<file path="src/rtl/vls_pkg.sv">
// ---------------------------------------------------------------------------
// vls_pkg
// Shared types and constants for the vector lane sequencer.
//   state_t      : sequencer FSM states
//   opclass_t    : instruction class decoded from controlUnit outputs
//   decode_class : priority decode HIST > VST > VLD > VALU > NONE
//   exec_state   : first execution state entered for a given class
// ---------------------------------------------------------------------------
package vls_pkg;

  localparam int NUM_LANES_DEF = 8;
  localparam int LANE_W_DEF    = $clog2(NUM_LANES_DEF);

  typedef enum logic [2:0] {
    ST_IDLE,
    ST_VALU,
    ST_HIST_RD,
    ST_HIST_WR,
    ST_MEM,
    ST_DONE
  } state_t;

  typedef enum logic [2:0] {
    OP_NONE,
    OP_VALU,
    OP_VLD,
    OP_VST,
    OP_HIST
  } opclass_t;

  // Histogram updates win over stores, stores over vector loads, and
  // anything without a vector flavour is a scalar op that we ignore.
  function automatic opclass_t decode_class(input logic vectorWrite,
                                            input logic histogramWrite,
                                            input logic memWrite,
                                            input logic memtoReg);
    opclass_t cls;
    cls = OP_NONE;
    if (histogramWrite)                cls = OP_HIST;
    else if (memWrite)                 cls = OP_VST;
    else if (vectorWrite && memtoReg)  cls = OP_VLD;
    else if (vectorWrite)              cls = OP_VALU;
    return cls;
  endfunction

  // Loads and stores share the memory state; the class register tells
  // them apart.
  function automatic state_t exec_state(input opclass_t cls);
    state_t st;
    case (cls)
      OP_VALU:       st = ST_VALU;
      OP_HIST:       st = ST_HIST_RD;
      OP_VLD,
      OP_VST:        st = ST_MEM;
      default:       st = ST_IDLE;
    endcase
    return st;
  endfunction

endpackage

</file>
<file path="src/rtl/lane_next_finder.sv">
// ---------------------------------------------------------------------------
// lane_next_finder
// Combinational search for the lowest set mask bit at or above a start lane.
//   mask_i  : active-lane mask
//   cur_i   : current lane index
//   incl_i  : 1 = cur_i itself may be returned, 0 = strictly above cur_i
//   next_o  : index of the lane found (0 when none)
//   found_o : a qualifying lane exists
// ---------------------------------------------------------------------------
module lane_next_finder #(
  parameter int NUM_LANES = 8,
  parameter int LANE_W    = $clog2(NUM_LANES)
) (
  input  logic [NUM_LANES-1:0] mask_i,
  input  logic [LANE_W-1:0]    cur_i,
  input  logic                 incl_i,
  output logic [LANE_W-1:0]    next_o,
  output logic                 found_o
);

  // Scan from the top lane down so the last hit written is the lowest one.
  // Lanes at or below the current index are never candidates for an advance,
  // which is what keeps the lane index from wrapping.
  always_comb begin
    next_o  = '0;
    found_o = 1'b0;
    for (int i = NUM_LANES - 1; i >= 0; i--) begin
      if (mask_i[i] && ((i > int'(cur_i)) || (incl_i && (i == int'(cur_i))))) begin
        next_o  = LANE_W'(i);
        found_o = 1'b1;
      end
    end
  end

endmodule

</file>
<file path="src/rtl/vector_lane_sequencer.sv">
// ---------------------------------------------------------------------------
// vector_lane_sequencer
// Multi-cycle sequencer sitting between controlUnit decode outputs and the
// vector / histogram datapath. Vector-class instructions freeze fetch/decode
// while the active lanes are stepped through one at a time; scalar
// instructions pass straight through.
//
// Ports
//   clk, rst        : clock, asynchronous active-high reset
//   issue_valid     : decode holds a valid instruction
//   VectorWrite, HistogramWrite, MemWrite, MemtoReg : controlUnit decode
//   lane_mask       : active lanes of the issued instruction
//   mem_ack         : memory accepted/returned the current lane access
//   flush           : synchronous abort (branch taken)
//   stall           : freeze PC, fetch and decode
//   busy            : sequencer not idle
//   lane_sel        : current lane index
//   lane_we         : vector register file lane write
//   hist_rd/hist_we : histogram read / write phase
//   mem_req/mem_we  : data memory request / request is a store
//   done            : one-cycle completion pulse
// ---------------------------------------------------------------------------
module vector_lane_sequencer
  import vls_pkg::*;
#(
  parameter int NUM_LANES = NUM_LANES_DEF,
  parameter int LANE_W    = $clog2(NUM_LANES)
) (
  input  logic                 clk,
  input  logic                 rst,
  input  logic                 issue_valid,
  input  logic                 VectorWrite,
  input  logic                 HistogramWrite,
  input  logic                 MemWrite,
  input  logic                 MemtoReg,
  input  logic [NUM_LANES-1:0] lane_mask,
  input  logic                 mem_ack,
  input  logic                 flush,
  output logic                 stall,
  output logic                 busy,
  output logic [LANE_W-1:0]    lane_sel,
  output logic                 lane_we,
  output logic                 hist_rd,
  output logic                 hist_we,
  output logic                 mem_req,
  output logic                 mem_we,
  output logic                 done
);

  state_t                state_q, state_d;
  opclass_t              class_q, class_d;
  logic [NUM_LANES-1:0]  mask_q, mask_d;
  logic [LANE_W-1:0]     lane_q, lane_d;

  opclass_t              inClass;
  logic                  accept;
  logic                  advance;

  logic [NUM_LANES-1:0]  findMask;
  logic [LANE_W-1:0]     findCur;
  logic                  findIncl;
  logic [LANE_W-1:0]     findNext;
  logic                  findFound;

  assign inClass = decode_class(VectorWrite, HistogramWrite, MemWrite, MemtoReg);

  // Reset is folded in so that stall cannot leak out while rst is held
  // with an instruction waiting in decode.
  assign accept = (state_q == ST_IDLE) && issue_valid && (inClass != OP_NONE)
                  && !flush && !rst;

  // One finder serves both jobs: in IDLE it picks the first lane of the
  // incoming mask (current lane included), otherwise it looks strictly
  // above the lane being worked on in the latched mask.
  assign findMask = (state_q == ST_IDLE) ? lane_mask : mask_q;
  assign findCur  = (state_q == ST_IDLE) ? '0 : lane_q;
  assign findIncl = (state_q == ST_IDLE);

  lane_next_finder #(
    .NUM_LANES (NUM_LANES),
    .LANE_W    (LANE_W)
  ) u_finder (
    .mask_i  (findMask),
    .cur_i   (findCur),
    .incl_i  (findIncl),
    .next_o  (findNext),
    .found_o (findFound)
  );

  // State and latched instruction context. Everything returns to the idle
  // picture immediately when rst rises, so all strobes drop at once.
  always_ff @(posedge clk or posedge rst) begin
    if (rst) begin
      state_q <= ST_IDLE;
      class_q <= OP_NONE;
      mask_q  <= '0;
      lane_q  <= '0;
    end else begin
      state_q <= state_d;
      class_q <= class_d;
      mask_q  <= mask_d;
      lane_q  <= lane_d;
    end
  end

  // Next-state logic. Each exec state raises 'advance' when its lane is
  // finished; the shared block after the case then moves to the next set
  // lane or to DONE. Flush overrides everything and returns to IDLE.
  always_comb begin
    state_d = state_q;
    class_d = class_q;
    mask_d  = mask_q;
    lane_d  = lane_q;
    advance = 1'b0;

    case (state_q)
      ST_IDLE: begin
        if (accept) begin
          class_d = inClass;
          mask_d  = lane_mask;
          if (findFound) begin
            lane_d  = findNext;
            state_d = exec_state(inClass);
          end else begin
            lane_d  = '0;
            state_d = ST_DONE;
          end
        end
      end
      ST_VALU:    advance = 1'b1;
      ST_HIST_RD: state_d = ST_HIST_WR;
      ST_HIST_WR: advance = 1'b1;
      ST_MEM:     advance = mem_ack;
      ST_DONE: begin
        state_d = ST_IDLE;
        class_d = OP_NONE;
        mask_d  = '0;
        lane_d  = '0;
      end
      default:    state_d = ST_IDLE;
    endcase

    if (advance) begin
      if (findFound) begin
        lane_d  = findNext;
        state_d = (state_q == ST_HIST_WR) ? ST_HIST_RD : state_q;
      end else begin
        state_d = ST_DONE;
      end
    end

    if (flush) begin
      state_d = ST_IDLE;
      class_d = OP_NONE;
      mask_d  = '0;
      lane_d  = '0;
    end
  end

  // Output decode. The write-side strobes and done are blanked during a
  // flush cycle so an aborted instruction leaves no architectural trace;
  // the vector load only writes its lane when the data actually arrives.
  always_comb begin
    stall    = accept || ((state_q != ST_IDLE) && (state_q != ST_DONE));
    busy     = (state_q != ST_IDLE);
    lane_sel = lane_q;
    lane_we  = 1'b0;
    hist_rd  = 1'b0;
    hist_we  = 1'b0;
    mem_req  = 1'b0;
    mem_we   = 1'b0;
    done     = 1'b0;

    case (state_q)
      ST_VALU:    lane_we = !flush;
      ST_HIST_RD: hist_rd = 1'b1;
      ST_HIST_WR: hist_we = !flush;
      ST_MEM: begin
        mem_req = !flush;
        mem_we  = (class_q == OP_VST);
        lane_we = (class_q == OP_VLD) && mem_ack && !flush;
      end
      ST_DONE:    done = !flush;
      default:    ;
    endcase
  end

endmodule

</file>
<file path="config.mk">
export PLATFORM = sky130hd
export DESIGN_NAME = vector_lane_sequencer
export DESIGN_NICKNAME = d
export VERILOG_FILES = /design/src/rtl/vls_pkg.sv /design/src/rtl/lane_next_finder.sv /design/src/rtl/vector_lane_sequencer.sv
export SDC_FILE = /design/constraint.sdc
export NUM_CORES = 1
export LEC_CHECK = 0
export ABC_AREA = 1
export CAP_MARGIN = 20
export CORE_UTILIZATION = 51
export CTS_BUF_LIST = sky130_fd_sc_hd__clkbuf_4
export CTS_CLUSTER_SIZE = 28
export DETAILED_ROUTE_END_ITERATION = 8
export HOLD_SLACK_MARGIN = 0.12
export PLACE_DENSITY = 0.81
export SLEW_MARGIN = 20
export SYNTH_ARGS = -nofsm -noshare
export SYNTH_HDL_FRONTEND = slang
export SYNTH_SLANG_ARGS = --single-unit
</file>
<file path="constraint.sdc">
create_clock -name clk -period 2.2 [get_ports clk]
set_clock_uncertainty 0.1 [all_clocks]
set_input_delay 0.44 -clock clk [delete_from_list [all_inputs] [get_ports clk]]
set_output_delay 0.44 -clock clk [all_outputs]
set_load 0.02 [all_outputs]
</file>
==> results of run 1 <==
==> area by class of cell <==
class                   count  area (um2)
clock buffers               3        22.5
clock inverters             1        3.75
fillers                   183         589
inverters                  23        86.3
multi-input cells         133         684
flip-flops and latches     16         403
well taps                  28        35.0
repair buffers             46         388
==> logic make-up after synthesis <==
family | after synthesis | share of synthesized area (%)
simple gates | 98 | 39.2
buf+inv | 26 | 9.21
flops | 16 | 33.5
compound gates | 35 | 18.1
==> sequential cells by signal (all words and copies together) (netlist names) <==
signal	count
lane_sel	3
mask_q	7
class_q	3
state_q	3
==> power by group <==
part,switching [mW],total (mW),internal [mW]
Sequential,0.103,0.503,0.400
Clock,0.104,0.170,0.0663
Combinational,0.884,1.42,0.535
Total,1.09,2.09,1.00
==> path summary, 6_finish.rpt <==
kind / from / end / slack (ns) / cells past startpoint
min reg2reg: mask_q[6] / mask_q[6] / 0.40 / 2
min in group clk: mask_q[6] / mask_q[6] / 0.40 / 2
min: rst / mask_q[5] / 0.38 / 3
max reg2reg: state_q[1] / state_q[0] / 0.15 / 12
max in group asynchronous: rst / state_q[1] / 1.42 / 3
max: flush / done / 0.09 / 4
==> worst max-delay path, stage by stage <==
cell	delay (ns)
clkdlybuf4s50_1	0.51
buf_4	0.20
nor2_1	0.09
dlygate4sd2_1	0.33
==> cells in the mapped netlist <==
library cell and n:
clkbuf_1 1, or2_1 1, buf_8 1, nand2_1 51, nor2_4 4, o22ai_2 1
o41ai_1 1, nand2_4 3, inv_2 2, nor3_1 3, inv_1 21, o21ai_0 9
o221ai_1 1, dfrtp_1 16, nand3b_1 1, o21ai_1 7, o21ai_2 4, o31ai_1 3
buf_2 1, nand2_2 3, nor2_1 12, a21oi_2 1, a21oi_1 8, nand3_2 1
nand3_1 19
==> through the flow <==
stage | power [mW] | utilization, %
final | 2.09 | 73.4
after global routing | 2.27 | 73.4
after CTS | 2.08 | 74.0
after detailed placement | 1.94 | 73.2
after global placement | 1.88 | 73.2
after floorplan | 1.50 | -
==> metal layers <==
layer,global-route usage (%),vias to the layer above
met3,4.55,7
met5,0,-
met1,34.9,621
li1,-,670
met4,14.8,0
met2,50.9,55
==> impl_results.md, run 1 <==
* Syn Inst Count at 175
* N_diodes at 0
* Relative slew slack at 77.9%
* Yosys top cell area share at 33.5%
* Seq cells post-synth at 16
* Met2 wire len at 1640 um
* Cell taking the most area after synthesis: dfrtp_1
* Pwr Density at 1290 mW/mm2
* CTS clk-pin slew, worst paths at 0.10 ns
* Die Ht at 50.4 um
* WHS at 0.382 ns
* Number of max-cap violations at 0
* Tot GR Track Use at 29.4%
* Design area at 0.00162 mm2
* Critical Path Fanout Max at 5
* Gr ovfl total at 0
* Initial antenna violation count at 0
* Largest net degree at the start of global routing at 17
* Die X-Extent at 50.4 um
* Post-Syn Nets at 192
* Worst EP required at 1.66 ns
* Number of gates resized after CTS at 10
* Mapped Avg Cell Area at 6.83 um2
* Post-synthesis sequential area ratio at 33.5%
* Highest Signal Layer: met4
* Final Hold Fails at 0
* Dpl hpwl at 2560 um
* Area growth syn-to-layout at 35.8%
* Met3 Routed Length at 188 um
* Initial Util at 54.0%
* Pre-CTS setup slack at -0.265 ns
* IO buf count at 27
* Iter 0 DRT Violations at 54
* Final Slew Violations at 0
* Worst endpoint data arrival time at 1.57 ns
* Drt first pass iters at 4
* RSZ-0062 raised after global routing: false
* Commonest non-fill, non-tap cell in the layout: nand2_1
* Fraction of layout cells with a size suffix above 1 at 21.2%
* Tmin final at 2.11 ns
* Vias in the first global route at 1281
* Post-route antenna net violation count at 0
* Clk Latency, worst-skew pair at 0.30 ns
* Main area contributors after synthesis: dfrtp_1 34%, nand2_1 16%, nand3_1 8.0%
* GPL Wtd Cong at 0.978
* Residual DRC count at 0
* Slew @ Worst Pin at 0.330 ns
* H-Tree Depth at 1
* CP endpoint kind: primary output
* Core Area at 0.00221 mm2
* Hold Crit Class: in -> async
* CTS Buffer Depth at 2
* Fmax at 0.474 GHz
* Peak VDD IR at 0.764 mV
* Met1 Wirelength at 1330 um
* Post-CTS Setup Repair Bufs at 0
* Leak pwr at 0.816 nW
* I/O pins at 28
* Crit path launch type: input pin
* WL/cell at 12.9 um
* Vias per inst at 5.41
* Vias at 1353
* Period utilization at 95.9%
* Hold_buf cts at 0
* First-pass GRT wire length at 5520 um
* Yosys warning total at 0
* Clock sink count at 16
* DP Area at 0.00162 mm2
* Rows at 17
* Distinct cells, synth at 25
* Root buffer cell: clkbuf_4
* Synth Cell Area at 0.00119 mm2
* Placed cells at 246
* Final net count at 240
* Final WS setup at 0.0902 ns
* TritonCTS clock tree: done
* Non-Filler Instances at 250
* Inserted Clock Buffers at 3
* Commonest cells after routing, fill and taps aside: 51 x nand2_1, 21 x inv_1, 19 x nand3_1, 19 x clkdlybuf4s50_1, 19 x buf_4
* Die area at 0.00254 mm2
* Final WL at 3230 um
* Setup TNS at 0 ns
* Status: completed
* Setup violations, final at 0
* Class of the most critical setup path: in -> out
(Power assumes the default switching activity.)
==> run 2, diff against run 1 <==
--- a/config.mk
+++ b/config.mk
@@ -12,7 +12,7 @@
 export CTS_CLUSTER_SIZE = 28
 export DETAILED_ROUTE_END_ITERATION = 8
 export HOLD_SLACK_MARGIN = 0.12
-export PLACE_DENSITY = 0.81
+export PLACE_DENSITY = 0.87
 export SLEW_MARGIN = 20
 export SYNTH_ARGS = -nofsm -noshare
 export SYNTH_HDL_FRONTEND = slang
==> impl_results.md, run 2 (synthesized netlist as in run 1, its figures left out) <==
* Iter 0 DRT Violations at 58
* Non-Filler Instances at 250
* Slowest CP cell: dfrtp_1
* Inserted Clock Buffers at 3
* Gr ovfl total at 0
* Comb pwr share at 68.6%
* TritonCTS clock tree: done
* Slew @ Worst Pin at 0.352 ns
* Area growth syn-to-layout at 35.6%
* R2R Setup Slk at 0.11 ns
* IO buf count at 27
* Period utilization at 95.7%
* H-Tree Depth at 1
* Commonest non-fill, non-tap cell in the layout: nand2_1
* Rows at 17
* Crit path launch: state_q[0]
* Switching share of power at 51.8%
* Total Power at 2.10 mW
* Die area at 0.00254 mm2
* Critical Path Fanout Max at 5
* I/O pins at 28
* CTS Buffer Depth at 2
* Vias per inst at 5.54
* Register share of total power at 23.3%
* RSZ-0062 raised after global routing: false
* Internal Power at 1.02 mW
* Setup violations, final at 0
* Residual DRC count at 0
* Status: completed
* N_diodes at 0
* Peak VDD IR at 0.743 mV
* Initial antenna violation count at 0
* Fmax at 0.475 GHz
* Placed cells at 245
* Clock Power Share at 8.1%
* Clk Latency, worst-skew pair at 0.30 ns
* Tmin final at 2.11 ns
* CP Cell Sequence: nor2_4 -> nand2_1 -> nor2_1 -> nand3_1 -> o31ai_1 -> buf_2
* CP peak stage delay at 0.46 ns
* Largest Register: mask_q
* Fraction of layout cells with a size suffix above 1 at 20.3%
* Setup TNS at 0 ns
* CTS clk-pin slew, worst paths at 0.10 ns
* Largest net degree at the start of global routing at 17
* WHS at 0.386 ns
* Commonest cells after routing, fill and taps aside: 51 x nand2_1, 21 x inv_1, 19 x nand3_1, 19 x clkdlybuf4s50_1, 19 x buf_4
* DP Area at 0.00161 mm2
* Class of the most critical setup path: reg -> out
* Final Hold Fails at 0
* Die X-Extent at 50.4 um
* Root buffer cell: clkbuf_4
* Design area at 0.00162 mm2
* Final Slew Violations at 0
* Number of max-cap violations at 0
* Hold Crit Class: in -> async
* Leak pwr at 0.821 nW
* WL/cell at 13.1 um
* First-pass GRT wire length at 5530 um
* Worst endpoint data arrival time at 1.57 ns
* Drt first pass iters at 4
* GPL Wtd Cong at 0.928
* Final WL at 3280 um
* R2r startpoint: state_q[0]
* Initial Util at 54.0%
* Pwr Density at 1300 mW/mm2
* Vias at 1385
* Dpl hpwl at 2540 um
* Post-route antenna net violation count at 0
* Tot GR Track Use at 29.2%
* Relative slew slack at 76.4%
* Max reg flops at 7
* Fillers at 184
* Core Area at 0.00221 mm2
* Clock sink count at 16
* Die Ht at 50.4 um
* Crit path launch type: flop
* Worst EP required at 1.66 ns
* Vias in the first global route at 1289
* Final net count at 240
* CP endpoint kind: primary output
* Hold_buf cts at 0
* Net Switching at 1.09 mW
-- run 2: cell types whose count changed in the layout (fill, tap and decap cells not counted) --
cell	previous run	this run
buf_2	1	3
clkbuf_2	3	1
dfrtp_1	14	16
dfrtp_2	2	0
-- run 2: final timing paths --
| kind | endpoint | cells past startpoint |
|---|---|---|
| min in group clk | mask_q[1] | 2 |
| max | lane_we | 6 |
| min | class_q[0] | 3 |
| max reg2reg | state_q[2] | 12 |
| max in group asynchronous | state_q[2] | 3 |
| min reg2reg | mask_q[1] | 2 |
-- run 2: what timing repair did --
item,CTS,global route
resized for setup,17,5
pin swaps,0,1
setup endpoints to repair,8,5
gates cloned,0,0
setup buffers,0,1
-- run 2: power by group through the flow --
stage	Sequential (mW)	Clock, mW	Combinational [mW]
floorplan	0.489	0	1.01
CTS	0.488	0.167	1.43
finish	0.491	0.170	1.44
detailed placement	0.495	0	1.44
global route	0.506	0.183	1.58
global placement	0.487	0	1.40
-- run 2: area by class of cell --
cell class,count,area (um2),area share [%]
clock inverter,1,3.75,0.232
sequential,16,400,24.7
inverter,23,86.3,5.33
multi-input combinational,133,684,42.2
tap,28,35.0,2.16
clock buffer,3,22.5,1.39
timing repair buffer,46,388,23.9
-- run 2: metal layers --
layer / up-vias / GRT usage [%] / wire, um
li1: 667 / - / -
met1: 636 / 34.7 / 1330
met2: 71 / 51.8 / 1610
met3: 11 / 3.03 / 245
met4: 0 / 14.4 / 97
met5: - / 0 / 0
-- run 2: critical path, delay by kind of cell, from the launching register on --
| family | cells | cell delay [ns] |
|---|---|---|
| AO/OA/AOI/OAI | 1 | 0.09 |
| AND/OR/NAND/NOR | 4 | 0.51 |
| buffers and inverters | 1 | 0.22 |
| flip-flops | 1 | 0.46 |
-- run 2: stage by stage --
step,utilization [%],worst slack (ns)
floorplan,-,0.120
global placement,72.9,-0.242
detailed placement,72.9,-0.303
CTS,73.9,0.0121
global route,73.2,0.00445
finish,73.2,0.0944
==> run 3, diff against run 2 <==
--- a/config.mk
+++ b/config.mk
@@ -5,12 +5,12 @@
 export SDC_FILE = /design/constraint.sdc
 export NUM_CORES = 1
 export LEC_CHECK = 0
-export ABC_AREA = 1
 export CAP_MARGIN = 20
 export CORE_UTILIZATION = 51
 export CTS_BUF_LIST = sky130_fd_sc_hd__clkbuf_4
 export CTS_CLUSTER_SIZE = 28
 export DETAILED_ROUTE_END_ITERATION = 8
+export GPL_TIMING_DRIVEN = 0
 export HOLD_SLACK_MARGIN = 0.12
 export PLACE_DENSITY = 0.87
 export SLEW_MARGIN = 20
==> impl_results.md, run 3 <==
* Comb pwr share at 36.2%
* Initial Util at 54.6%
* Synth Area in Adders at 0%
* Hold Crit Class: in -> async
* CP peak stage delay at 0.41 ns
* Leak pwr at 0.772 nW
* Inserted Clock Buffers at 3
* Pwr Density at 466 mW/mm2
* Hold_buf cts at 0
* Largest Register: mask_q
* Post-synth EDFFs at 0
* RSZ-0062 raised after global routing: true
* CTS Buffer Depth at 2
* Vias per inst at 6.37
* N_diodes at 0
* GPL Wtd Cong at 0.913
* Commonest non-fill, non-tap cell in the layout: nand2_1
* Vias in the first global route at 1239
* Rows at 17
* Final WL at 3770 um
* Mapped Avg Cell Area at 7.79 um2
* Gr ovfl total at 0
* Worst endpoint data arrival time at 1.68 ns
* Register share of total power at 42.5%
* Post-Syn Nets at 172
* Worst path bufs/invs at 2
* Setup violations, final at 1
* Dpl hpwl at 2410 um
* Final Slew Violations at 0
* I/O pins at 28
* Post-synth top cells: 29 x nand2_1, 16 x dfrtp_1, 16 x o21ai_0, 10 x inv_1, 9 x a21oi_1
* Cell mode on critical path: nand2_1
* Root buffer cell: clkbuf_4
* Worst EP required at 1.66 ns
* Period utilization at 101%
* Primary FF master, synth: dfrtp_1
* Iter 0 DRT Violations at 93
* Fraction of layout cells with a size suffix above 1 at 25.8%
* Critical Path Fanout Max at 4
* Largest net degree at the start of global routing at 17
* Worst path top cell family by delay: simple AND/OR/NAND/NOR gates
* Internal Power at 0.510 mW
* Class of the most critical setup path: in -> out
* Final net count at 216
* Synth async-reset ratio at 100%
* Final WS setup at -0.0206 ns
* First-pass GRT wire length at 5690 um
* H-Tree Depth at 1
* Crit path launch type: input pin
* CP Cell Sequence: dlygate4sd2_1 -> nor3_1 -> or3_4 -> o21ai_2 -> nand2_1 -> nand2_1 -> buf_6
* Net Switching at 0.280 mW
* Fmax at 0.450 GHz
* CTS clk-pin slew, worst paths at 0.11 ns
* Yosys warning total at 0
* Count leader, synth: nand2_1
* Post-synthesis sequential area ratio at 33.2%
* Portion of netlist area occupied by mux cells at 0.933%
* Vias at 1439
* Die area at 0.00257 mm2
* Tmin final at 2.22 ns
* Largest family of logic cells by synthesized area: compound AO/OA/AOI/OAI gates
* Syn Inst Count at 155
* R2R Setup Slk at 0.03 ns
* Fillers at 163
* Post-route antenna net violation count at 0
* Violated checks: setup timing
* Number of max-cap violations at 0
* Commonest cells after routing, fill and taps aside: 29 x nand2_1, 15 x dfrtp_1, 14 x o21ai_0, 13 x clkdlybuf4s50_1, 12 x buf_4
* Switching share of power at 35.5%
* WHS at 0.186 ns
* IO buf count at 27
* Cell taking the most area after synthesis: dfrtp_1
* Synth Cell Area at 0.00121 mm2
* Main area contributors after synthesis: dfrtp_1 33%, nand2_1 9.0%, o21ai_0 6.6%
* Clock sink count at 16
* Die X-Extent at 50.7 um
* Area growth syn-to-layout at 40.3%
* Final Hold Fails at 0
* Final Util at 76.6%
* Initial antenna violation count at 0
* Peak VDD IR at 0.435 mV
* Compound-cell area share of the yosys netlist at 31.7%
* Clock Power Share at 21.3%
* Die Ht at 50.7 um
* Slowest CP cell: or3_4
* Tot GR Track Use at 29.7%
* Relative slew slack at 50.1%
* Worst path depth at 7
* CP endpoint kind: primary output
* Status: finished, violations left
* Seq cells post-synth at 16
* Yosys top cell area share at 33.2%
* Synth Area in Simple Gates at 27.2%
* Drt first pass iters at 5
* Max reg flops at 7
* Reg2reg path depth at 8
* Post-synthesis xor/xnor area fraction at 0%
* WL/cell at 16.7 um
* Clk Latency, worst-skew pair at 0.30 ns
* Residual DRC count at 0
* Core Area at 0.00221 mm2
* Slew @ Worst Pin at 0.745 ns
* TritonCTS clock tree: done
* Distinct cells, synth at 48
-- run 3: what timing repair did --
item | 4_1_cts | 5_1_grt
cloned | 0 | 0
gates resized for setup | 35 | 30
endpoints found under the setup margin | 10 | 21
endpoints found under the hold margin | 0 | 0
pin swaps | 5 | 5
setup buffers | 8 | 5
-- run 3: power groups by stage --
stage                     clock network [mW]  logic, mW  registers [mW]
final                                  0.168      0.286           0.336
after global placement                     0      0.237           0.339
after CTS                              0.166      0.254           0.335
after global routing                   0.173      0.308           0.338
after detailed placement                   0      0.242           0.340
after floorplan                            0      0.150           0.338
-- run 3: worst paths after layout --
| check | from | endpoint |
|---|---|---|
| max in group asynchronous | rst | state_q[2] |
| min | rst | mask_q[1] |
| max | MemWrite | stall |
| max reg2reg | state_q[0] | lane_sel[0] |
| min in group clk | HistogramWrite | class_q[0] |
| min reg2reg | class_q[2] | class_q[2] |
-- run 3: cells by family after synthesis --
family | after synthesis
muxes | 1
DFF | 16
and+or+nand+nor | 63
buffers and inverters | 19
AOI/OAI and AO/OA | 56
-- run 3: routing by layer --
layer	part of all wire [%]	global-route usage, %	up-vias
li1	-	-	653
met1	40	41.1	683
met2	47	48.4	89
met3	10	4.24	14
met4	2.7	6.94	0
met5	0	0	-
-- run 3: cell type report --
cell class              count  area (um2)  share of cell area [%]
multi-input cells         120         779                    46.0
flip-flops and latches     16         402                    23.7
repair buffers             40         354                    20.9
plain buffers               7        50.0                    2.95
inverters                  11        47.5                    2.81
well taps                  28        35.0                    2.07
clock buffers               3        22.5                    1.33
clock inverters             1        3.75                   0.222
-- run 3: through the flow --
| stage | instance area, um2 | setup TNS (ns) | cells | setup WS (ns) | power (mW) |
|---|---|---|---|---|---|
| after global placement | 1510 | -5.25 | 210 | -0.689 | 0.576 |
| after CTS | 1620 | -0.139 | 222 | -0.112 | 0.755 |
| final | 1690 | -0.0206 | 226 | -0.0206 | 0.790 |
| after global routing | 1690 | -0.493 | 226 | -0.0682 | 0.820 |
| after detailed placement | 1510 | -5.35 | 210 | -0.701 | 0.582 |
| after floorplan | 1210 | 0 | 155 | 0.145 | 0.488 |
